===== src/rtl/pong_pkg.sv =====
// Shared Pong geometry, ball FSM states and direction type.
// Coordinates are unsigned 16-bit pixel positions with the origin at the top-left corner.
package pong_pkg;

    typedef logic [15:0] coord_t;

    localparam coord_t SCREEN_WIDTH  = 16'd640;
    localparam coord_t SCREEN_HEIGHT = 16'd480;
    localparam coord_t BALL_SIZE     = 16'd8;
    localparam coord_t PADDLE_WIDTH  = 16'd20;
    localparam coord_t PADDLE2_X     = 16'd620;
    localparam coord_t PADDLE_HEIGHT = 16'd80;
    localparam coord_t SPEED_X       = 16'd2;
    localparam coord_t SPEED_Y       = 16'd2;
    localparam int unsigned SERVE_DELAY = 60;

    localparam coord_t CENTER_X = (SCREEN_WIDTH - BALL_SIZE) / 2;
    localparam coord_t CENTER_Y = (SCREEN_HEIGHT - BALL_SIZE) / 2;

    typedef enum logic [1:0] {IDLE, PLAY, MISS} ball_state_t;

    typedef enum logic {DIR_NEG = 1'b0, DIR_POS = 1'b1} dir_t;

    // Vertical overlap of the ball with a paddle whose top edge is paddle_y.
    function automatic logic paddle_hit(coord_t ball_y, coord_t paddle_y);
        return (ball_y + BALL_SIZE > paddle_y) && (ball_y < paddle_y + PADDLE_HEIGHT);
    endfunction

endpackage


===== src/rtl/ball_motion_engine_if.sv =====
// Frame/serve/paddle inputs and ball position/event outputs of the ball motion engine.
interface ball_motion_engine_if;
    import pong_pkg::*;

    logic   frame_tick;
    logic   serve;
    coord_t Paddle1_Y;
    coord_t Paddle2_Y;
    coord_t Ball_X;
    coord_t Ball_Y;
    logic   paddle1_collision;
    logic   paddle2_collision;
    logic   miss_left;
    logic   miss_right;
    logic   in_play;

    modport master (
        output frame_tick, serve, Paddle1_Y, Paddle2_Y,
        input  Ball_X, Ball_Y, paddle1_collision, paddle2_collision, miss_left, miss_right,
        input  in_play
    );

    modport slave (
        input  frame_tick, serve, Paddle1_Y, Paddle2_Y,
        output Ball_X, Ball_Y, paddle1_collision, paddle2_collision, miss_left, miss_right,
        output in_play
    );

endinterface


===== src/rtl/serve_timer.sv =====
// Counts frame ticks after a miss; done fires on the tick that completes DELAY ticks.
module serve_timer
    import pong_pkg::*;
#(
    parameter int unsigned DELAY = SERVE_DELAY
) (
    input  logic clk,
    input  logic rst_n,
    input  logic clear,
    input  logic tick,
    output logic done
);

    localparam int unsigned CW = $clog2(DELAY + 1);
    localparam logic [CW-1:0] LAST = CW'(DELAY - 1);

    logic [CW-1:0] count_q, count_d;

    assign done = tick && !clear && (count_q == LAST);

    always_comb begin
        count_d = count_q;
        if (clear || done) begin
            count_d = '0;
        end else if (tick) begin
            count_d = count_q + CW'(1);
        end
    end

    always_ff @(posedge clk or negedge rst_n) begin
        if (!rst_n) begin
            count_q <= '0;
        end else begin
            count_q <= count_d;
        end
    end

endmodule


===== src/rtl/ball_motion_engine.sv =====
// Ball position generator: serve, per-frame motion with wall/paddle bounces, miss hold-off.
module ball_motion_engine
    import pong_pkg::*;
(
    input logic           clk,
    input logic           rst_n,
    ball_motion_engine_if.slave bus
);

    ball_state_t state_q, state_d;
    coord_t      x_q, x_d, y_q, y_d;
    dir_t        dx_q, dx_d, dy_q, dy_d;
    logic        p1_q, p1_d, p2_q, p2_d;
    logic        ml_q, ml_d, mr_q, mr_d;
    logic        in_play_q, in_play_d;
    logic        timer_done;

    serve_timer #(
        .DELAY(SERVE_DELAY)
    ) u_serve_timer (
        .clk  (clk),
        .rst_n(rst_n),
        .clear(state_q != MISS),
        .tick (bus.frame_tick),
        .done (timer_done)
    );

    always_comb begin
        state_d = state_q;
        x_d     = x_q;
        y_d     = y_q;
        dx_d    = dx_q;
        dy_d    = dy_q;
        p1_d    = 1'b0;
        p2_d    = 1'b0;
        ml_d    = 1'b0;
        mr_d    = 1'b0;

        unique case (state_q)
            IDLE: begin
                if (bus.serve) state_d = PLAY;
            end
            PLAY: begin
                if (bus.frame_tick) begin
                    if (dx_q == DIR_NEG) begin
                        if (x_q < PADDLE_WIDTH + SPEED_X) begin
                            if (paddle_hit(y_q, bus.Paddle1_Y)) begin
                                x_d  = PADDLE_WIDTH;
                                dx_d = DIR_POS;
                                p1_d = 1'b1;
                            end else begin
                                x_d     = '0;
                                ml_d    = 1'b1;
                                state_d = MISS;
                            end
                        end else begin
                            x_d = x_q - SPEED_X;
                        end
                    end else begin
                        if (x_q + BALL_SIZE + SPEED_X > PADDLE2_X) begin
                            if (paddle_hit(y_q, bus.Paddle2_Y)) begin
                                x_d  = PADDLE2_X - BALL_SIZE;
                                dx_d = DIR_NEG;
                                p2_d = 1'b1;
                            end else begin
                                x_d     = SCREEN_WIDTH - BALL_SIZE;
                                mr_d    = 1'b1;
                                state_d = MISS;
                            end
                        end else begin
                            x_d = x_q + SPEED_X;
                        end
                    end

                    if (dy_q == DIR_NEG) begin
                        if (y_q < SPEED_Y) begin
                            y_d  = '0;
                            dy_d = DIR_POS;
                        end else begin
                            y_d = y_q - SPEED_Y;
                        end
                    end else begin
                        if (y_q + BALL_SIZE + SPEED_Y > SCREEN_HEIGHT) begin
                            y_d  = SCREEN_HEIGHT - BALL_SIZE;
                            dy_d = DIR_NEG;
                        end else begin
                            y_d = y_q + SPEED_Y;
                        end
                    end
                end
            end
            MISS: begin
                // dx is left untouched: it still points toward the side that missed.
                if (timer_done) begin
                    x_d     = CENTER_X;
                    y_d     = CENTER_Y;
                    dy_d    = DIR_POS;
                    state_d = IDLE;
                end
            end
            default: state_d = IDLE;
        endcase

        in_play_d = (state_d == PLAY);
    end

    always_ff @(posedge clk or negedge rst_n) begin
        if (!rst_n) begin
            state_q   <= IDLE;
            x_q       <= CENTER_X;
            y_q       <= CENTER_Y;
            dx_q      <= DIR_POS;
            dy_q      <= DIR_POS;
            p1_q      <= 1'b0;
            p2_q      <= 1'b0;
            ml_q      <= 1'b0;
            mr_q      <= 1'b0;
            in_play_q <= 1'b0;
        end else begin
            state_q   <= state_d;
            x_q       <= x_d;
            y_q       <= y_d;
            dx_q      <= dx_d;
            dy_q      <= dy_d;
            p1_q      <= p1_d;
            p2_q      <= p2_d;
            ml_q      <= ml_d;
            mr_q      <= mr_d;
            in_play_q <= in_play_d;
        end
    end

    assign bus.Ball_X            = x_q;
    assign bus.Ball_Y            = y_q;
    assign bus.paddle1_collision = p1_q;
    assign bus.paddle2_collision = p2_q;
    assign bus.miss_left         = ml_q;
    assign bus.miss_right        = mr_q;
    assign bus.in_play           = in_play_q;

endmodule


===== src/flat_wrapper.sv =====
// flat-port wrapper written by rule: the top's interface ports become plain ports
module ball_motion_engine_flat import pong_pkg::*;
  (clk, rst_n, bus_frame_tick, bus_serve, bus_Paddle1_Y, bus_Paddle2_Y, bus_Ball_X, bus_Ball_Y, bus_paddle1_collision, bus_paddle2_collision, bus_miss_left, bus_miss_right, bus_in_play);
  ball_motion_engine_if bus_i ();
  input logic clk;
  input logic rst_n;
  input wire logic [$bits(bus_i.frame_tick)-1:0] bus_frame_tick;
  input wire logic [$bits(bus_i.serve)-1:0] bus_serve;
  input wire logic [$bits(bus_i.Paddle1_Y)-1:0] bus_Paddle1_Y;
  input wire logic [$bits(bus_i.Paddle2_Y)-1:0] bus_Paddle2_Y;
  output wire logic [$bits(bus_i.Ball_X)-1:0] bus_Ball_X;
  output wire logic [$bits(bus_i.Ball_Y)-1:0] bus_Ball_Y;
  output wire logic [$bits(bus_i.paddle1_collision)-1:0] bus_paddle1_collision;
  output wire logic [$bits(bus_i.paddle2_collision)-1:0] bus_paddle2_collision;
  output wire logic [$bits(bus_i.miss_left)-1:0] bus_miss_left;
  output wire logic [$bits(bus_i.miss_right)-1:0] bus_miss_right;
  output wire logic [$bits(bus_i.in_play)-1:0] bus_in_play;
  assign bus_i.frame_tick = bus_frame_tick;
  assign bus_i.serve = bus_serve;
  assign bus_i.Paddle1_Y = bus_Paddle1_Y;
  assign bus_i.Paddle2_Y = bus_Paddle2_Y;
  assign bus_Ball_X = bus_i.Ball_X;
  assign bus_Ball_Y = bus_i.Ball_Y;
  assign bus_paddle1_collision = bus_i.paddle1_collision;
  assign bus_paddle2_collision = bus_i.paddle2_collision;
  assign bus_miss_left = bus_i.miss_left;
  assign bus_miss_right = bus_i.miss_right;
  assign bus_in_play = bus_i.in_play;
  ball_motion_engine u_core (.clk(clk), .rst_n(rst_n), .bus(bus_i));
endmodule

===== config.mk =====
export PLATFORM = sky130hd
export DESIGN_NAME = ball_motion_engine_flat
export DESIGN_NICKNAME = d
export VERILOG_FILES = /design/src/rtl/pong_pkg.sv /design/src/rtl/ball_motion_engine_if.sv /design/src/rtl/serve_timer.sv /design/src/rtl/ball_motion_engine.sv /design/src/flat_wrapper.sv
export SDC_FILE = /design/constraint.sdc
export NUM_CORES = 1
export LEC_CHECK = 0
export BUFFER_PORTS_ARGS = -buffer_cell sky130_fd_sc_hd__buf_2
export CELL_PAD_IN_SITES_DETAIL_PLACEMENT = 0
export CELL_PAD_IN_SITES_GLOBAL_PLACEMENT = 1
export CORE_ASPECT_RATIO = 0.7
export CORE_MARGIN = 8
export CORE_UTILIZATION = 40
export CTS_CLUSTER_DIAMETER = 60
export DETAILED_ROUTE_END_ITERATION = 16
export PLACE_DENSITY_LB_ADDON = 0.1
export SYNTH_ARGS = -nofsm -noshare
export SYNTH_HDL_FRONTEND = slang
export SYNTH_SLANG_ARGS = --single-unit

===== constraint.sdc =====
create_clock -name clk -period 3.2 [get_ports clk]
set_clock_uncertainty 0.05 [all_clocks]
set_input_delay 0.96 -clock clk [delete_from_list [all_inputs] [get_ports clk]]
set_output_delay 0.96 -clock clk [all_outputs]
set_load 0.01 [all_outputs]

---- After elaboration in Yosys (flattened, before gate mapping) ----
Cells that the tools add are included.
operators by class
  add/sub/neg operators ................... 11
  magnitude comparators ................... 8
  eq/ne operators ......................... 7
  multiplexer cells ....................... 53
  reductions and logical operators ........ 11
operator list
  operator                                                                            count
  16-bit 2-to-1 mux                                                                   10
  16-bit by 2-bit adder with 16-bit output (second input constant)                    4
  16-bit case mux with 2 select lines                                                 2
  16-bit by 4-bit adder with 16-bit output (second input constant)                    2
  16-bit by 7-bit adder with 16-bit output (second input constant)                    2
  16-bit greater-than comparator                                                      2
  16-bit less-than comparator                                                         2
  16-bit by 2-bit subtractor with 16-bit output (second input constant)               2
  1-bit 2-to-1 mux                                                                    27
  16-bit by 10-bit greater-than comparator with 1-bit output (second input constant)  1
  16-bit by 9-bit greater-than comparator with 1-bit output (second input constant)   1
  16-bit by 2-bit less-than comparator with 1-bit output (second input constant)      1
  16-bit by 5-bit less-than comparator with 1-bit output (second input constant)      1
  2-bit 2-to-1 mux                                                                    8
  6-bit 2-to-1 mux                                                                    2
  5-bit 2-to-1 mux                                                                    2
  6-bit by 1-bit adder with 6-bit output (second input constant)                      1
  6-bit == test (second input constant)                                               1
  2-bit != test (second input constant)                                               3
  2-bit case mux with 3 select lines                                                  1
  2-bit by 1-bit == test with 1-bit output (second input constant)                    2
  1-bit logical AND                                                                   4
  2-bit nonzero test                                                                  2
  3-bit AND reduction                                                                 1
  other kinds (6)                                                                     6
storage, ports and cells
  bits in registers ....................... 47
  logic and storage cells ................. 101

---- Longest topological paths before layout ----
  word-level depth ........................ 9
  depth in mapped cells ................... 15
  mapped depth without buffers ............ 14

---- Hierarchy ----
From an unflattened synthesis, not the netlist that was laid out.
unflattened totals
  cell total of the unflattened synthesis .. 772
  area, all modules ....................... 5,918.2 µm²
by module, submodules not included
  module              instances  cells each  area an instance (µm²)
  ball_motion_engine  1          740         5,586.6
  serve_timer         1          32          331.6

---- Worst setup path before layout ----
Ideal clock, no wire load.
  path kind ............................... input -> register
  start ................................... input port bus_Paddle1_Y[4]
  end ..................................... register u_core.in_play_q (netlist: u_core.bus.in_play)
  library setup time ...................... 0.104 ns
  arrival ................................. 3.273 ns
  required time ........................... 3.046 ns
  path slack .............................. -0.227 ns
  stages .................................. 13
  cell sequence ........................... a21oi_1 nor4_1 nand3_1 xnor2_1 ha_1 a21oi_1 nor2b_1 o21ai_0 and3_1 nand3_1 o21a_1 a22o_1 a221oi_1
between the ends
  longest elaborated chain between the ends .. 9
  elaborated cells on any way between the ends .. 10
ends and longest elaborated chain
  item                                        line                       source
  start: declaration                          flat_wrapper.sv:9          input wire logic [$bits(bus_i.Paddle1_Y)-1:0] bus_Paddle1_Y;
  16-bit by 7-bit adder with 16-bit output    pong_pkg.sv:26             return (ball_y + BALL_SIZE > paddle_y) && (ball_y < paddle_y + PADDLE_HEIGHT);
  16-bit less-than comparator                 pong_pkg.sv:26
  1-bit logical AND *                         pong_pkg.sv:26
  2-bit 2-to-1 mux *                          ball_motion_engine.sv:47   if (paddle_hit(y_q, bus.Paddle1_Y)) begin
  2-bit 2-to-1 mux *                          ball_motion_engine.sv:46   if (x_q < PADDLE_WIDTH + SPEED_X) begin
  2-bit 2-to-1 mux *                          ball_motion_engine.sv:45   if (dx_q == DIR_NEG) begin
  2-bit 2-to-1 mux *                          ball_motion_engine.sv:44   if (bus.frame_tick) begin
  2-bit case mux with 3 select lines *        ball_motion_engine.sv:39   unique case (state_q)
  2-bit by 1-bit == test with 1-bit output *  ball_motion_engine.sv:104  in_play_d = (state_d == PLAY);
  net u_core.in_play_d                        ball_motion_engine.sv:15   logic in_play_q, in_play_d;
  end signal: assignment                      ball_motion_engine.sv:129  in_play_q <= in_play_d;
  end: declaration                            ball_motion_engine.sv:15
Mark *: on every way through the listed nets, which the timed path passes. The rest lies on a longest branch.
A chain may end at the register's enable or synchronous reset.

---- Worst setup path after layout ----
  start ................................... input port bus_Paddle1_Y[5]
  end ..................................... register u_core.in_play_q (netlist: u_core.bus.in_play)
Same word-level chain as after synthesis.

==> flow_summary.yaml <==
run_status:
  outcome: "finished with violations"
  violations: "negative setup slack"
route:
  wirelength_um: 20800
  drc: 0
  ant_nets: 0
  viasPerCell: 5.70
  dr.first_iter.drc_count: 474
  firstDrtPassIters: 5
  wl_per_cell_um: 18.6
  via_count: 6352
floorplanning:
  die_h_um: 118
  start_util_pct: 40.8
  io_pins: 73
  coreArea_sq_um: 14700
  die_w_um: 162
  dieArea_sq_um: 19200
  rows: 37
critical_path:
  critPathKind: "input port to flop"
  cp.arrival_ns: 3.41
  path_max_fanout: 3
  end_kind: "flop"
  crit_required_ns: 3.36
  cp-start-kind: "input port"
power_and_ir_drop:
  power.density_nw_per_um2: 615
  p_leak_nw: 3.70
  ir_drop_v: 0.000450
yosys:
  synth_common_cells: "ha_1, inv_1, nand2_1, nor2_1, a21oi_1"
  ys.flop_type: "dfrtp_1"
  syn_area_sq_um: 5980
  syn_inst: 756
  synth_top_area_share_pct: 14.6
  yosysMostFrequentCell: "ha_1"
  yosys_warnings: 0
  avgSynthCellArea_sq_um: 7.91
  yosys-top-cells-area: "ha_1, dfrtp_1, dfstp_2, xnor2_1, inv_1"
  synth_edf_count: 0
  synth-seq-area-share_pct: 19.1
  synthArstFlopShare_pct: 100
  ys_types: 93
  synth-seq-cells: 45
  synth_top_cell_by_area: "ha_1"
run:
  max-cap-violations: 0
layout:
  area_growth_syn_to_layout_pct: 32.2
  insertedDiodeCount: 0
  final_nets: 1024
  nFillCells: 1365
  drive_above_1_share_pct: 33.0
  instances_no_fill: 1114
place:
  io_buffer_count: 70
  post-place-cells: 1086
  gp_congestion: 0.888
  pre_cts_ws_ns: -0.487
  dp_hpwl_um: 16500
global_routing:
  grt_first_pass_wirelength_um: 33200
  grt_pass1_vias: 6079
  antenna_found_initial: 0
  overflow: 0
  grt_start_max_net_pins: 46
  grt.total_usage_pct: 21.1
sta:
  max_slew_margin_pct: 59.2
  hold_viol: 0
  setup_slack_ns: -0.0541
  finalCriticalPeriod_ns: 3.25
  max_clock_freq_ghz: 0.307
  fin_crit_sh_pct: 102
  slew_violations: 0
  setup_viol: 4
  rsz0062_at_grt: "yes"
  tightestPinTransition_ns: 0.612
cts:
  cts_tree: "built"
  cts-root-buf: "clkbuf_16"
  path_clk_slew_ns: 0.07
  clkLatencyLatePin_ns: 0.29
  cts_buffers: 5
  cts_hold_buf: 0
  clock_sinks: 45
  cts.htree.levels: 2
  clock_path_buffers: 2
worst_hold_path:
  worstHoldPathType: "flop to flop"
-- cell usage in the layout, fill, tap and decap left out, types with 5 or more instances in the layout --
master       n
a211oi_1     6
a21o_1      15
a21oi_1     38
a22o_1       7
a31oi_1      9
and3_1      11
and4_1       8
buf_2       66
buf_4      123
clkbuf_16    5
dfrtp_1     33
dfstp_2     12
ha_1        61
ha_4         8
inv_1       57
nand2_1     52
nand2b_1     5
nand3_1     27
nand4_1     19
nor2_1      51
nor2b_1     16
nor3_1      21
nor4_2       5
o211ai_1     6
o21a_1       5
o21ai_0     31
o21ai_1      6
o311ai_1     6
o31ai_1      9
or3_1        6
xnor2_1     32
xor2_1      11
-- worst paths after layout --
kind | from | slack, ns | end | cells after the start
min | u_core.u_serve_timer.count_q[4] | 0.50 | u_core.u_serve_timer.count_q[4] | 2
max | bus_Paddle1_Y[5] | -0.05 | u_core.bus.in_play | 13
max in group asynchronous | rst_n | 1.97 | u_core.u_serve_timer.count_q[2] | 2
min in group asynchronous | rst_n | 0.70 | u_core.bus.Ball_X[9] | 2
max reg2reg | u_core.bus.Ball_Y[3] | -0.04 | u_core.bus.in_play | 14
min reg2reg | u_core.u_serve_timer.count_q[4] | 0.50 | u_core.u_serve_timer.count_q[4] | 2
-- metal layers --
| metal | routed length, um | track usage [%] | vias up |
|---|---|---|---|
| met1 | 10700 | 32.9 | 3026 |
| met5 | 0 | 0 | - |
| met3 | 1510 | 3.43 | 9 |
| li1 | - | - | 3091 |
| met2 | 8440 | 30.1 | 226 |
| met4 | 85 | 2.60 | 0 |
-- cells by family after synthesis --
logic type / share of synthesized area (%)
AOI/OAI and AO/OA: 24.7
xor gates and xnor gates: 7.44
adders and majority gates: 14.6
buffers and inverters: 7.47
DFF: 19.1
muxes: 1.07
other: 0.0627
and+or+nand+nor: 25.5
-- registers in the layout (all words and copies together) (netlist names) --
register	flops
u_core.bus.miss_right	1
u_core.bus.paddle1_collision	1
u_core.bus.paddle2_collision	1
u_core.dx_q	1
u_core.bus.Ball_X	15
u_core.state_q	2
u_core.bus.in_play	1
u_core.u_serve_timer.count_q	6
u_core.bus.miss_left	1
u_core.dy_q	1
u_core.bus.Ball_Y	15
-- critical path: stages --
cell and delay [ns]:
buf_8 0.11, a21oi_4 0.22, nor2_1 0.08, xnor2_1 0.13, ha_1 0.31, a21o_1 0.17
a21o_1 0.16, a221o_1 0.31, nand2_1 0.10, nand3_4 0.10, o21a_1 0.24, a22o_4 0.27
a221oi_2 0.25
-- where the power goes --
| part | leakage, nW | switching, mW | internal [mW] |
|---|---|---|---|
| clock | 0.0696 | 0.242 | 0.287 |
| sequential | 0.569 | 0.210 | 0.721 |
| combinational | 3.06 | 1.95 | 1.46 |
| total | 3.70 | 2.40 | 2.47 |
-- per-stage QoR --
step	power [mW]	cell area [sq um]	utilization, %	hold slack [ns]	TNS, ns
floorplan	2.80	6080	-	0.455	-0.0183
global placement	3.97	7270	49.5	0.474	-2.66
detailed placement	4.03	7270	49.5	0.487	-2.90
CTS	4.66	7600	51.8	0.507	-0.119
global route	5.23	7910	53.9	0.533	-1.29
finish	4.87	7910	53.9	0.505	-0.126
-- what timing repair did --
action	4_1_cts	5_1_grt
setup buffers	8	14
gates resized for setup	24	42
pin swaps	23	43
gates cloned	0	0
endpoints found under the setup margin	10	27
-- area by class of cell --
cell class	instances	area, sq um	share of cell area [%]
Tap cell	195	244	3.08
Clock inverter	3	17.5	0.221
Clock buffer	5	125	1.58
Sequential cell	45	1140	14.4
Inverter	61	231	2.93
Multi-Input combinational cell	609	4800	60.7
Timing Repair Buffer	196	1350	17.1
No activity file was read; power rests on OpenSTA's default activity.
